### src/rtl/dcache_victim_ctrl_pkg.sv
// Shared types and helpers for the 4-way data-cache replacement/refill controller.
package dcache_victim_ctrl_pkg;

  localparam int unsigned SetNum  = 64;
  localparam int unsigned SetBits = $clog2(SetNum);

  typedef logic [SetBits-1:0] set_t;
  typedef logic [1:0]         way_t;
  typedef logic [2:0]         plru_t;

  typedef enum logic [2:0] {
    StIdle,
    StWbReq,
    StWbWait,
    StRfReq,
    StRfWait,
    StDone
  } victim_state_t;

  // Lowest-index invalid way; only meaningful when at least one way is invalid.
  function automatic way_t first_invalid(input logic [3:0] valid);
    if (!valid[0])      return 2'd0;
    else if (!valid[1]) return 2'd1;
    else if (!valid[2]) return 2'd2;
    else                return 2'd3;
  endfunction

endpackage

### src/rtl/dcache_victim_ctrl_plru.sv
// Combinational 3-bit tree PLRU: victim selection and touch update for one set.
module dcache_victim_ctrl_plru
  import dcache_victim_ctrl_pkg::*;
#(
  parameter int unsigned ASSOCIATIVITY = 4
) (
  input  logic [ASSOCIATIVITY-2:0]         plru_i,
  input  logic [$clog2(ASSOCIATIVITY)-1:0] touch_way_i,
  output logic [$clog2(ASSOCIATIVITY)-1:0] victim_o,
  output logic [ASSOCIATIVITY-2:0]         plru_o
);

  always_comb begin
    victim_o = {plru_i[2], plru_i[2] ? plru_i[0] : plru_i[1]};
    plru_o    = plru_i;
    plru_o[2] = ~touch_way_i[1];
    if (touch_way_i[1]) begin
      plru_o[0] = ~touch_way_i[0];
    end else begin
      plru_o[1] = ~touch_way_i[0];
    end
  end

endmodule

### src/rtl/dcache_victim_ctrl.sv
// Per-set replacement/refill controller: owns PLRU/valid/dirty state, sequences writeback+refill.
module dcache_victim_ctrl
  import dcache_victim_ctrl_pkg::*;
#(
  parameter int unsigned ASSOCIATIVITY = 4,
  parameter int unsigned SET_NUM       = 64,
  localparam int unsigned SET_BITS     = $clog2(SET_NUM)
) (
  input  logic                clk,
  input  logic                resetn,
  input  logic                acc_valid,
  input  logic [SET_BITS-1:0] acc_set,
  input  logic                acc_hit,
  input  logic [1:0]          acc_hit_way,
  input  logic                acc_write,
  output logic                acc_ready,
  output logic                miss_done,
  output logic [1:0]          miss_way,
  output logic                wb_req,
  output logic [SET_BITS-1:0] wb_set,
  output logic [1:0]          wb_way,
  input  logic                wb_ack,
  input  logic                wb_done,
  output logic                rf_req,
  output logic [SET_BITS-1:0] rf_set,
  output logic [1:0]          rf_way,
  input  logic                rf_ack,
  input  logic                rf_done
);

  victim_state_t       state_q;
  logic [SET_BITS-1:0] set_q;
  way_t                victim_q;
  logic                write_q;
  logic                acc_ready_q, miss_done_q, wb_req_q, rf_req_q;
  way_t                miss_way_q, wb_way_q, rf_way_q;
  logic [SET_BITS-1:0] wb_set_q, rf_set_q;

  plru_t                    plru_q  [SET_NUM];
  logic [ASSOCIATIVITY-1:0] valid_q [SET_NUM];
  logic [ASSOCIATIVITY-1:0] dirty_q [SET_NUM];

  logic [SET_BITS-1:0] sel_set;
  plru_t               plru_cur, plru_next;
  way_t                touch_way, plru_victim, miss_victim;
  logic                acc_fire, victim_dirty;

  // In IDLE the PLRU port serves the incoming access; otherwise the latched miss.
  always_comb begin
    acc_fire     = acc_valid && (state_q == StIdle);
    sel_set      = (state_q == StIdle) ? acc_set : set_q;
    plru_cur     = plru_q[sel_set];
    touch_way    = (state_q == StIdle) ? acc_hit_way : victim_q;
    miss_victim  = (&valid_q[acc_set]) ? plru_victim : first_invalid(valid_q[acc_set]);
    victim_dirty = valid_q[acc_set][miss_victim] && dirty_q[acc_set][miss_victim];
  end

  dcache_victim_ctrl_plru #(
    .ASSOCIATIVITY(ASSOCIATIVITY)
  ) u_plru (
    .plru_i     (plru_cur),
    .touch_way_i(touch_way),
    .victim_o   (plru_victim),
    .plru_o     (plru_next)
  );

  always_ff @(posedge clk or negedge resetn) begin
    if (!resetn) begin
      state_q     <= StIdle;
      set_q       <= '0;
      victim_q    <= '0;
      write_q     <= 1'b0;
      acc_ready_q <= 1'b1;
      miss_done_q <= 1'b0;
      miss_way_q  <= '0;
      wb_req_q    <= 1'b0;
      wb_set_q    <= '0;
      wb_way_q    <= '0;
      rf_req_q    <= 1'b0;
      rf_set_q    <= '0;
      rf_way_q    <= '0;
      for (int i = 0; i < SET_NUM; i++) begin
        plru_q[i]  <= '0;
        valid_q[i] <= '0;
        dirty_q[i] <= '0;
      end
    end else begin
      miss_done_q <= 1'b0;
      unique case (state_q)
        StIdle: begin
          if (acc_fire && acc_hit) begin
            plru_q[acc_set] <= plru_next;
            if (acc_write) dirty_q[acc_set][acc_hit_way] <= 1'b1;
          end else if (acc_fire) begin
            set_q       <= acc_set;
            write_q     <= acc_write;
            victim_q    <= miss_victim;
            acc_ready_q <= 1'b0;
            if (victim_dirty) begin
              state_q  <= StWbReq;
              wb_req_q <= 1'b1;
              wb_set_q <= acc_set;
              wb_way_q <= miss_victim;
            end else begin
              state_q  <= StRfReq;
              rf_req_q <= 1'b1;
              rf_set_q <= acc_set;
              rf_way_q <= miss_victim;
            end
          end
        end
        StWbReq: begin
          if (wb_ack) begin
            wb_req_q <= 1'b0;
            state_q  <= StWbWait;
          end
        end
        StWbWait: begin
          if (wb_done) begin
            valid_q[set_q][victim_q] <= 1'b0;
            dirty_q[set_q][victim_q] <= 1'b0;
            rf_req_q <= 1'b1;
            rf_set_q <= set_q;
            rf_way_q <= victim_q;
            state_q  <= StRfReq;
          end
        end
        StRfReq: begin
          if (rf_ack) begin
            rf_req_q <= 1'b0;
            state_q  <= StRfWait;
          end
        end
        StRfWait: begin
          if (rf_done) begin
            valid_q[set_q][victim_q] <= 1'b1;
            dirty_q[set_q][victim_q] <= write_q;
            plru_q[set_q]            <= plru_next;
            miss_done_q              <= 1'b1;
            miss_way_q               <= victim_q;
            state_q                  <= StDone;
          end
        end
        StDone: begin
          acc_ready_q <= 1'b1;
          state_q     <= StIdle;
        end
        default: state_q <= StIdle;
      endcase
    end
  end

  assign acc_ready = acc_ready_q;
  assign miss_done = miss_done_q;
  assign miss_way  = miss_way_q;
  assign wb_req    = wb_req_q;
  assign wb_set    = wb_set_q;
  assign wb_way    = wb_way_q;
  assign rf_req    = rf_req_q;
  assign rf_set    = rf_set_q;
  assign rf_way    = rf_way_q;

endmodule

### config.mk
export PLATFORM = sky130hd
export DESIGN_NAME = dcache_victim_ctrl
export DESIGN_NICKNAME = d
export VERILOG_FILES = /design/src/rtl/dcache_victim_ctrl_pkg.sv /design/src/rtl/dcache_victim_ctrl_plru.sv /design/src/rtl/dcache_victim_ctrl.sv
export SDC_FILE = /design/constraint.sdc
export NUM_CORES = 2
export LEC_CHECK = 0
export ABC_AREA = 1
export CORE_MARGIN = 8
export CORE_UTILIZATION = 30
export CTS_CLUSTER_SIZE = 40
export DETAILED_ROUTE_END_ITERATION = 8
export PLACE_DENSITY = 0.49
export SETUP_SLACK_MARGIN = 0.02
export SYNTH_ARGS = -nofsm -noshare
export SYNTH_HDL_FRONTEND = slang
export SYNTH_SLANG_ARGS = --single-unit
### constraint.sdc
create_clock -name clk -period 5.6 [get_ports clk]
set_input_delay 1.12 -clock clk [delete_from_list [all_inputs] [get_ports clk]]
set_output_delay 1.12 -clock clk [all_outputs]
set_load 0.05 [all_outputs]
==> results.yml <==
route:
  drtIter0Drc: 4163
  ant_nets: 0
  first_pass_iters: 6
  vias_per_cell: 5.49
  drt_wl_total_um: 163000
  routedWlPerCell_um: 24.0
  vias: 37165
  drc: 0
floorplan:
  fp.dieArea_sq_um: 140000
  initial_core_util: 0.302
  coreArea_sq_um: 128000
  fp.dieH_um: 375
  std_cell_rows: 131
  boundaryPins: 39
  die_w_um: 375
setup_path:
  crit_top_cell: "nand2_1"
  cp_max_fo: 21
  path_cells: "clkdlybuf4s50_1 > inv_2 > nand3_4 > buf_4 > o22ai_1 > o41ai_1 > nand4_1 > nor2_1 > nand2_1 > nand2_1 > nand3_2 > nand2_2 > nand2_4 > nand3_2 > nand2_1 > nand2_1"
  crit_arrival_ns: 5.54
  cpPeakStageDelay_ns: 1.02
  end_kind: "flip-flop"
  reg2reg_to: "rf_set[1]$_DFFE_PN0P_"
  critical_path_class: "in2reg"
  critPathBufInv: 3
  reg2reg_depth: 23
  start_kind: "input pin"
  cp_slowest_cell: "o41ai_1"
  critical_path.top_delay_family: "simple AND/OR/NAND/NOR gates"
  critical_path_required_ns: 6.20
  timing.rr.start: "state_q[0]$_DFFE_PN0P_"
  reg2reg_slack_ns: 1.66
sta:
  tns_ns: 0
  max_slew_margin: 0.164
  fmax_mhz: 202
  tightest_slew_ns: 1.25
  slew_viol_final: 0
  rsz0062_at_grt: "no"
  hold_viol_final: 0
  finClkSkew_ns: 0.0379
  period_minus_slack_ns: 4.94
  final-setup-viol-count: 0
  fin_crit_sh: 0.883
synth:
  syn_nets: 5127
  yosys_warnings: 0
  synth_cell_types: 40
  async_flop_share: 1.00
  synthesis.instances: 5110
  synth_seq_cells: 738
  syn_area_sq_um: 38600
  yosys.area.top_type_share: 0.478
  synth_edf_count: 0
  syn_area_per_cell_sq_um: 7.55
  yosys-top-cells-area: "dfrtp_1 48%, nand2_1 15%, o21ai_0 7.2%"
  synthFlopType: "dfrtp_1"
  synth.largest_area_cell: "dfrtp_1"
  ys_seq_area_frac: 0.479
global_routing:
  antenna_found_initial: 5
  grt_usage: 0.223
  grt_pass1_vias: 35492
  overflow: 0
  grt_pass1_wl_um: 242000
  grt_max_degree: 182
clock_network:
  root_buffer: "clkbuf_16"
  cts_hold_buf: 0
  cts.repair.resized: 0
  clock-sinks: 738
  cts_buffers: 90
  clk_pin_slew_ns: 0.05
  clockBufferDepth: 3
  insertion_delay_ns: 0.68
  cts_tree: "built"
  post_cts_buffers: 0
  htree_num_levels: 3
final_layout:
  fillerInstances: 13517
  final_nets: 5047
  drive_above_1_share: 0.0641
  area_growth_pct: 14.5
  utilization: 0.346
flow_run:
  drv_cap: 0
place:
  place.gp.congestion: 0.895
  hpwl_um: 102000
  io_buffers: 38
power_and_ir_drop:
  total_power_mw: 21.1
  irDropWorstVdd_v: 0.000738
  p_leak_nw: 20.7
  powerDensity_nw_per_um2: 478
min_path:
  hp-class: "in2async"
outcome:
  status: "complete, no violations"
## synth_stat cells (3+ instances only)
cell,n
nand2_1,1519
dfrtp_1,737
o21ai_0,555
nor2_1,520
o22ai_1,421
inv_1,341
nand3_1,234
clkbuf_1,217
a21oi_1,153
mux2i_1,119
buf_2,81
a22oi_1,34
o41ai_1,29
nand4_1,27
buf_1,24
nor3_1,21
inv_2,13
o21ai_1,13
buf_4,9
nand3_2,6
nand2_2,5
o2111ai_1,5
o221ai_1,4
clkinv_1,3
o211ai_1,3
## metrics by stage
| stage | setup slack, ns | instance area (sq um) | hold slack [ns] | std cells |
|---|---|---|---|---|
| 6_report | 0.655 | 44200 | 0.455 | 6764 |
| 5_1_grt | 0.664 | 44200 | 0.498 | 6763 |
| 4_1_cts | 0.868 | 44200 | 0.485 | 6763 |
| 3_5_place_dp | 0.115 | 41100 | 0.472 | 6600 |
| 3_3_place_gp | 0.154 | 41100 | 0.466 | 6600 |
| 2_1_floorplan | 2.19 | 38600 | 0.453 | 5110 |
## layout make-up
type	instances	area [sq um]	area share
sequential	738	18500	0.418
multi-input combinational	3683	17600	0.398
clock buffer	143	2770	0.0627
tap	1662	2080	0.0471
timing repair buffer	160	1630	0.0368
inverter	357	1340	0.0304
clock inverter	20	279	0.00632
antenna	1	2.50	0.0000567
## placed cells by master, fill, tap and decap left out, types with 10 or more instances in the layout
cell	synthesis	layout
inv_1	341	339
clkbuf_16	0	95
inv_2	13	14
o22ai_1	421	421
nand4_1	27	27
clkdlybuf4s50_1	0	37
clkbuf_8	0	21
a22oi_1	34	34
nor3_2	1	10
nand2_1	1519	1513
a21oi_1	153	153
buf_4	9	96
clkbuf_1	217	27
o41ai_1	29	29
nor3_1	21	12
buf_12	0	26
clkinv_2	0	13
dfrtp_1	737	737
nand3_1	234	226
mux2i_1	119	119
nor2_1	520	516
o21ai_0	555	555
nand3_2	6	11
## where the power goes
| part | internal (mW) | switching, mW |
|---|---|---|
| Combinational | 1.86 | 6.05 |
| Sequential | 6.37 | 0.684 |
| Clock | 3.69 | 2.46 |
| Total | 11.9 | 9.20 |
## cell families after synthesis
kind of cell	after synthesis	synth area share
AND/OR/NAND/NOR	2340	0.240
multiplexers	120	0.0312
flip-flops	738	0.479
AO/OA/AOI/OAI	1223	0.179
buffers and inverters	689	0.0708
## metal layers
layer  GRT usage  up-vias  share of wire
li1            -    16955              -
met1       0.325    18203           0.45
met2       0.331     1670           0.43
met3      0.0386      335          0.081
met4      0.0814        2          0.038
met5           0        -       0.000086
## worst max path at each step
stage | startpoint | endpoint | cells past startpoint
2_1_floorplan | acc_set[1] | wb_set[2]$_DFFE_PN0P_ | 17
3_3_place_gp | acc_set[1] | rf_set[2]$_DFFE_PN0P_ | 16
3_5_place_dp | acc_set[1] | wb_set[4]$_DFFE_PN0P_ | 15
4_1_cts | acc_set[1] | rf_set[3]$_DFFE_PN0P_ | 16
5_1_grt | acc_set[2] | rf_set[1]$_DFFE_PN0P_ | 21
6_report | acc_set[1] | rf_set[1]$_DFFE_PN0P_ | 16
Power figures use the tool's default switching activity.
